--- config.mk ---
export PLATFORM = sky130hd
export DESIGN_NAME = pcie_fifo_arbiter_flat
export DESIGN_NICKNAME = d
export VERILOG_FILES = /design/src/rtl/pcie_fifo_arbiter_pkg.sv /design/src/rtl/pcie_fifo_arbiter_if.sv /design/src/rtl/pcie_fifo_arbiter_rr_select.sv /design/src/rtl/pcie_fifo_arbiter.sv /design/src/flat_wrapper.sv
export SDC_FILE = /design/constraint.sdc
export NUM_CORES = 1
export LEC_CHECK = 0
export CAP_MARGIN = 40
export CELL_PAD_IN_SITES_DETAIL_PLACEMENT = 1
export CELL_PAD_IN_SITES_GLOBAL_PLACEMENT = 1
export CORE_MARGIN = 10
export CORE_UTILIZATION = 28
export CTS_CLUSTER_DIAMETER = 200
export CTS_CLUSTER_SIZE = 14
export DETAILED_ROUTE_END_ITERATION = 7
export PLACE_DENSITY_LB_ADDON = 0.1
export SYNTH_ARGS = -nofsm -noshare
export SYNTH_HDL_FRONTEND = slang
export SYNTH_SLANG_ARGS = --single-unit
--- constraint.sdc ---
create_clock -name clk_i -period 2.04 [get_ports clk_i]
set_input_delay 0.204 -clock clk_i [delete_from_list [all_inputs] [get_ports clk_i]]
set_output_delay 0.204 -clock clk_i [all_outputs]
set_load 0.01 [all_outputs]
--- src/rtl/pcie_fifo_arbiter_pkg.sv ---
// Shared types and defaults for the PCIe FIFO round-robin arbiter.
package pcie_fifo_arbiter_pkg;

   localparam int NUM_REQ_DEF    = 4;
   localparam int DATA_WIDTH_DEF = 8;
   localparam int MAX_BURST_DEF  = 4;

   typedef enum logic {
      ST_IDLE = 1'b0,
      ST_SEND = 1'b1
   } state_e;

   // Index base+off taken modulo n, used for the rotating priority scan.
   function automatic int unsigned wrap_idx(input int unsigned base,
                                            input int unsigned off,
                                            input int unsigned n);
      return (base + off) % n;
   endfunction

endpackage

--- src/rtl/pcie_fifo_arbiter_if.sv ---
// Handshake bundle between source FIFOs, the arbiter and the lane stage.
interface pcie_fifo_arbiter_if #(
   parameter int NUM_REQ    = 4,
   parameter int DATA_WIDTH = 8
) ();
   localparam int GW = $clog2(NUM_REQ);

   logic [NUM_REQ-1:0]            fifo_empty;
   logic [NUM_REQ*DATA_WIDTH-1:0] fifo_data;
   logic                          dest_almost_full;
   logic [NUM_REQ-1:0]            fifo_pop;
   logic [DATA_WIDTH-1:0]         data_out;
   logic                          valid_out;
   logic [GW-1:0]                 grant;
   logic                          idle;

   modport master (
      input  fifo_empty, fifo_data, dest_almost_full,
      output fifo_pop, data_out, valid_out, grant, idle
   );

   modport slave (
      output fifo_empty, fifo_data, dest_almost_full,
      input  fifo_pop, data_out, valid_out, grant, idle
   );
endinterface

--- src/rtl/pcie_fifo_arbiter_rr_select.sv ---
// Rotating priority encoder: first non-empty FIFO after last_grant, wrapping.
module pcie_rr_select
   import pcie_fifo_arbiter_pkg::*;
#(
   parameter int NUM_REQ = NUM_REQ_DEF,
   localparam int GW     = $clog2(NUM_REQ)
) (
   input  logic [NUM_REQ-1:0] fifo_empty_i,
   input  logic [GW-1:0]      last_grant_i,
   output logic               found_o,
   output logic [GW-1:0]      pick_o
);

   logic          found_s;
   logic [GW-1:0] pick_s;
   logic [GW-1:0] idx_s;

   // Scan offsets 1..NUM_REQ so the previous owner has lowest priority.
   always_comb begin
      found_s = 1'b0;
      pick_s  = '0;
      idx_s   = '0;
      for (int k = 1; k <= NUM_REQ; k++) begin
         idx_s = GW'(wrap_idx(32'(last_grant_i), k, NUM_REQ));
         if (!found_s && !fifo_empty_i[idx_s]) begin
            found_s = 1'b1;
            pick_s  = idx_s;
         end else begin
            found_s = found_s;
         end
      end
   end

   assign found_o = found_s;
   assign pick_o  = pick_s;

endmodule

--- src/rtl/pcie_fifo_arbiter.sv ---
// Round-robin burst arbiter popping per-channel FIFOs onto one registered byte lane.
module pcie_fifo_arbiter
   import pcie_fifo_arbiter_pkg::*;
#(
   parameter int NUM_REQ    = NUM_REQ_DEF,
   parameter int DATA_WIDTH = DATA_WIDTH_DEF,
   parameter int MAX_BURST  = MAX_BURST_DEF
) (
   input logic                 clk_i,
   input logic                 rst_i,
   pcie_fifo_arbiter_if.master bus
);

   localparam int GW = $clog2(NUM_REQ);
   localparam int BW = $clog2(MAX_BURST + 1);
   localparam logic [BW-1:0] BURST_LAST = BW'(MAX_BURST - 1);
   localparam logic [GW-1:0] LAST_RST   = GW'(NUM_REQ - 1);

   state_e                state_q, state_d;
   logic [GW-1:0]         grant_q, grant_d;
   logic [GW-1:0]         last_grant_q, last_grant_d;
   logic [BW-1:0]         burst_cnt_q, burst_cnt_d;
   logic [DATA_WIDTH-1:0] data_q, data_d;
   logic                  valid_q, valid_d;

   logic                  found_s;
   logic [GW-1:0]         pick_s;
   logic                  send_ok_s;
   logic [NUM_REQ-1:0]    pop_s;

   pcie_rr_select #(.NUM_REQ(NUM_REQ)) u_sel (
      .fifo_empty_i (bus.fifo_empty),
      .last_grant_i (last_grant_q),
      .found_o      (found_s),
      .pick_o       (pick_s)
   );

   // Pop strobe is gated by reset so nothing leaves a FIFO on a reset edge.
   always_comb begin
      pop_s     = '0;
      send_ok_s = (state_q == ST_SEND) && !bus.fifo_empty[grant_q]
                  && !bus.dest_almost_full && !rst_i;
      if (send_ok_s) begin
         pop_s[grant_q] = 1'b1;
      end else begin
         pop_s = '0;
      end
   end

   always_comb begin
      state_d      = state_q;
      grant_d      = grant_q;
      last_grant_d = last_grant_q;
      burst_cnt_d  = burst_cnt_q;
      valid_d      = send_ok_s;
      data_d       = data_q;
      if (send_ok_s) begin
         data_d = bus.fifo_data[grant_q*DATA_WIDTH +: DATA_WIDTH];
      end else begin
         data_d = data_q;
      end
      case (state_q)
         ST_IDLE: begin
            if (!bus.dest_almost_full && found_s) begin
               state_d      = ST_SEND;
               grant_d      = pick_s;
               last_grant_d = pick_s;
               burst_cnt_d  = '0;
            end else begin
               state_d = ST_IDLE;
            end
         end
         ST_SEND: begin
            if (send_ok_s) begin
               burst_cnt_d = burst_cnt_q + BW'(1);
               if (burst_cnt_q == BURST_LAST) begin
                  state_d = ST_IDLE;
               end else begin
                  state_d = ST_SEND;
               end
            end else if (bus.fifo_empty[grant_q]) begin
               state_d = ST_IDLE;
            end else begin
               state_d = ST_SEND;
            end
         end
         default: state_d = ST_IDLE;
      endcase
   end

   always_ff @(posedge clk_i) begin
      if (rst_i) begin
         state_q      <= ST_IDLE;
         grant_q      <= '0;
         last_grant_q <= LAST_RST;
         burst_cnt_q  <= '0;
         data_q       <= '0;
         valid_q      <= 1'b0;
      end else begin
         state_q      <= state_d;
         grant_q      <= grant_d;
         last_grant_q <= last_grant_d;
         burst_cnt_q  <= burst_cnt_d;
         data_q       <= data_d;
         valid_q      <= valid_d;
      end
   end

   assign bus.fifo_pop  = pop_s;
   assign bus.data_out  = data_q;
   assign bus.valid_out = valid_q;
   assign bus.grant     = grant_q;
   assign bus.idle      = (state_q == ST_IDLE) && (&bus.fifo_empty);

endmodule

--- src/flat_wrapper.sv ---
// flat-port wrapper written by rule: the top's interface ports become plain ports
module pcie_fifo_arbiter_flat import pcie_fifo_arbiter_pkg::*;
#(
   parameter int NUM_REQ    = NUM_REQ_DEF,
   parameter int DATA_WIDTH = DATA_WIDTH_DEF,
   parameter int MAX_BURST  = MAX_BURST_DEF
)
  (clk_i, rst_i, bus_fifo_empty, bus_fifo_data, bus_dest_almost_full, bus_fifo_pop, bus_data_out, bus_valid_out, bus_grant, bus_idle);
  pcie_fifo_arbiter_if #(.NUM_REQ(NUM_REQ), .DATA_WIDTH(DATA_WIDTH)) bus_i ();
  input logic clk_i;
  input logic rst_i;
  input wire logic [$bits(bus_i.fifo_empty)-1:0] bus_fifo_empty;
  input wire logic [$bits(bus_i.fifo_data)-1:0] bus_fifo_data;
  input wire logic [$bits(bus_i.dest_almost_full)-1:0] bus_dest_almost_full;
  output wire logic [$bits(bus_i.fifo_pop)-1:0] bus_fifo_pop;
  output wire logic [$bits(bus_i.data_out)-1:0] bus_data_out;
  output wire logic [$bits(bus_i.valid_out)-1:0] bus_valid_out;
  output wire logic [$bits(bus_i.grant)-1:0] bus_grant;
  output wire logic [$bits(bus_i.idle)-1:0] bus_idle;
  assign bus_i.fifo_empty = bus_fifo_empty;
  assign bus_i.fifo_data = bus_fifo_data;
  assign bus_i.dest_almost_full = bus_dest_almost_full;
  assign bus_fifo_pop = bus_i.fifo_pop;
  assign bus_data_out = bus_i.data_out;
  assign bus_valid_out = bus_i.valid_out;
  assign bus_grant = bus_i.grant;
  assign bus_idle = bus_i.idle;
  pcie_fifo_arbiter #(.NUM_REQ(NUM_REQ), .DATA_WIDTH(DATA_WIDTH), .MAX_BURST(MAX_BURST)) u_core (.clk_i(clk_i), .rst_i(rst_i), .bus(bus_i));
endmodule
==> flow_summary_export.csv <==
group,metric,value,unit
run_status,run_status,"finished clean",
synth,syn_inst,98,
pwr,power.share.clock,30.7,%
die,num_rows,22,
pwr,peakVddDrop,0.000322,V
global_routing,grt_pass1_wl,5510,um
cells_and_area,fin_nets,199,
detailed_routing,vias,986,
detailed_routing,dr_wl_met3,107,um
pwr,p_total,0.000842,W
detailed_routing,routed_wl,3430,um
synth,yosysWarnings,0,
sta,max-slew-margin-rel,78.3,%
die,die-height,80.8,um
global_routing,grt_antenna_before_repair,0,
clock_tree,cts_max_level,1,
clock_tree,clock-root-buffer,"clkbuf_8",
synth,ys.flop_type,"dfxtp_1",
sta,tns,0,ns
die,die_w,80.8,um
worst_hold_path,min_path_type,"reg2reg",
synth,yosysSeqAreaShare,32.9,%
placed_design,gp_congestion,0.722,
detailed_routing,top_layer,"met4",
synth,yosysTopAreaCell,"dfxtp_1",
sta,tightest_slew,0.324,ns
critical_path,end_kind,"primary output",
sta,maxSlewViolCount,0,
critical_path,critPathKind,"reg2out",
sta,finalSetupViolations,0,
critical_path,cp.required,1.84,ns
pwr,intPower,0.000629,W
global_routing,grt_usage,10.8,%
global_routing,globalRouteOverflowTotal,0,
critical_path,cp_max_fo,3,
cells_and_area,final_util,46.9,%
sta,rsz0062_at_grt,"no",
synth,synth.area.top_cells,"dfxtp_1, mux4_2, mux2i_1, nor2_1, mux2_2",
synth,synth_edf_count,0,
die,die_area,6530,um^2
synth,syn_area,1040,um^2
cells_and_area,fin_area,1690,um^2
die,initial_core_util,28.7,%
run,cap_viol_max_count,0,
detailed_routing,viasPerCell,4.81,
sta,clock.fmax,522,MHz
sta,skew,0.00527,ns
pwr,power_frac_comb,26.8,%
clock_tree,cts_tree,"done",
pwr,p_sw,0.000213,W
synth,netlist.area_leader.share,32.9,%
critical_path,start_kind,"flip-flop",
sta,fin_crit,1.92,ns
detailed_routing,wl_met2,2110,um
detailed_routing,wl_per_cell,16.8,um
detailed_routing,firstDrtPassIters,3,
clock_tree,clk_pin_slew_worst_paths,0.07,ns
placed_design,port_buffers,54,
cells_and_area,drive_above_1_share,19.7,%
global_routing,grt_pass1_vias,1141,
placed_design,dp_hpwl,2870,um
sta,fin_ws,0.125,ns
critical_path,crit_arrival,1.71,ns
synth,syn_avg_cell_area,10.6,um^2
placed_design,placed_cell_area,1640,um^2
sta,hold_viol,0,
clock_tree,numCtsBuffers,3,
global_routing,grt_max_degree,17,
cells_and_area,antennaDiodeCount,0,
sta,fin_crit_sh,93.9,%
pwr,switching_share,25.3,%
die,ioPinCount,55,
detailed_routing,ant_nets,0,
synth,ys_types,33,
clock_tree,postCtsSetupBuffers,0,
synth,async_flop_share,0,%
pwr,pwr-share-seq,42.5,%
synth,syn_nets,139,
pwr,leakage,0.649,nW
synth,synth_seq_cells,17,
pwr,power_density,498,nW/um^2
cells_and_area,area_growth,63.3,%
detailed_routing,drc,0,
die,coreArea,3610,um^2
clock_tree,cts.path.max_buffers,2,
clock_tree,insertion_delay,0.25,ns
placed_design,place_ws,-0.307,ns
clock_tree,cts_sinks,17,
cells_and_area,nFillCells,421,
detailed_routing,drtIter0Drc,60,
detailed_routing,met1_length,1200,um
==> cell type report <==
| cell class | instances | area, um^2 | share of cell area [%] |
|---|---|---|---|
| clock inverter | 1 | 5.00 | 0.296 |
| clock buffer | 3 | 41.3 | 2.44 |
| timing repair buffer | 63 | 607 | 35.9 |
| multi-input combinational | 71 | 627 | 37.1 |
| sequential | 17 | 344 | 20.3 |
| tap | 48 | 60.1 | 3.55 |
| inverter | 2 | 7.51 | 0.444 |
==> metrics by stage <==
stage	hold slack, ns	std cells
2_1_floorplan	0.408	98
3_3_place_gp	0.473	201
3_5_place_dp	0.492	201
4_1_cts	0.507	205
5_1_grt	0.541	205
6_report	0.504	205
==> registers in the layout, summed over array words and instances (netlist names) <==
name	count
u_core.burst_cnt_q	3
u_core.bus.data_out	8
u_core.bus.grant	2
u_core.last_grant_q	2
u_core.bus.valid_out	1
u_core.state_q	1
==> routing by layer <==
layer | vias up | global-route usage, %
met5 | - | 0
met4 | 0 | 2.60
met3 | 2 | 2.98
met2 | 15 | 22.2
met1 | 492 | 10.1
li1 | 477 | -
==> critical path, stage by stage (launching register included) <==
cell and delay, ns:
dfxtp_4 0.36, mux4_2 0.52, and3b_2 0.28, nor3b_2 0.15, buf_2 0.15
==> worst paths after layout <==
check,slack (ns),cells after the start,from,endpoint
setup / recovery,0.12,4,u_core.bus.grant[0],bus_fifo_pop[0]
hold / removal,0.50,2,u_core.bus.data_out[4],u_core.bus.data_out[4]
hold reg to reg,0.50,2,u_core.bus.data_out[4],u_core.bus.data_out[4]
setup reg to reg,0.15,5,u_core.bus.grant[0],u_core.burst_cnt_q[0]
==> layout by cell type, fill, tap and decap left out, drive strengths merged, types with 2 or more instances in the layout <==
master         Yosys  routed
a21oi              4       4
nor2b              2       2
dlymetal6s2s       0       2
dfxtp             17      17
and3b              2       2
nor3               3       3
inv                2       2
nand2              3       3
nor2              15      15
mux2               3       3
o21ai              3       3
or2                2       2
nand3              2       2
buf                4      10
clkbuf             4       4
mux2i              8       8
mux4               9       9
nand3b             3       3
clkdlybuf4s50      0      50
ha                 2       2
nor3b              2       2
==> cell families (layout without fill, tap and decap cells) <==
kind of cell / Yosys count / count (layout) / share of synthesized area [%]
buffers and inverters: 10 / 69 / 6.76
and+or+nand+nor: 36 / 36 / 18.6
muxes: 20 / 20 / 30.9
adders and majority gates: 2 / 2 / 2.42
DFF: 17 / 17 / 32.9
AOI/OAI and AO/OA: 13 / 13 / 8.45
==> timing repair <==
| item | 4_1_cts | 5_1_grt |
|---|---|---|
| setup endpoints to repair | 3 | 4 |
| gates resized for setup | 7 | 6 |
| hold buffers | 0 | 0 |
| pin swaps | 0 | 0 |
==> cell usage after synthesis, types with 2 or more instances <==
master and count:
nor3_1 3, nor2_1 15, nand3_1 2, mux2_2 3
nand3b_1 3, a21oi_1 3, and3b_1 2, mux2i_1 8
dfxtp_1 17, nor2b_1 2, inv_1 2, ha_1 2
clkbuf_1 4, buf_6 2, nand2_1 3, mux4_2 8
o21ai_0 3
==> power by group through the flow <==
stage               Combinational, W  Sequential (W)  Clock, W
floorplan                   0.000105        0.000367         0
global placement            0.000221        0.000364         0
detailed placement          0.000227        0.000365         0
CTS                         0.000228        0.000358  0.000270
global route                0.000245        0.000360  0.000285
finish                      0.000225        0.000358  0.000259
(Power assumes the default switching activity.)
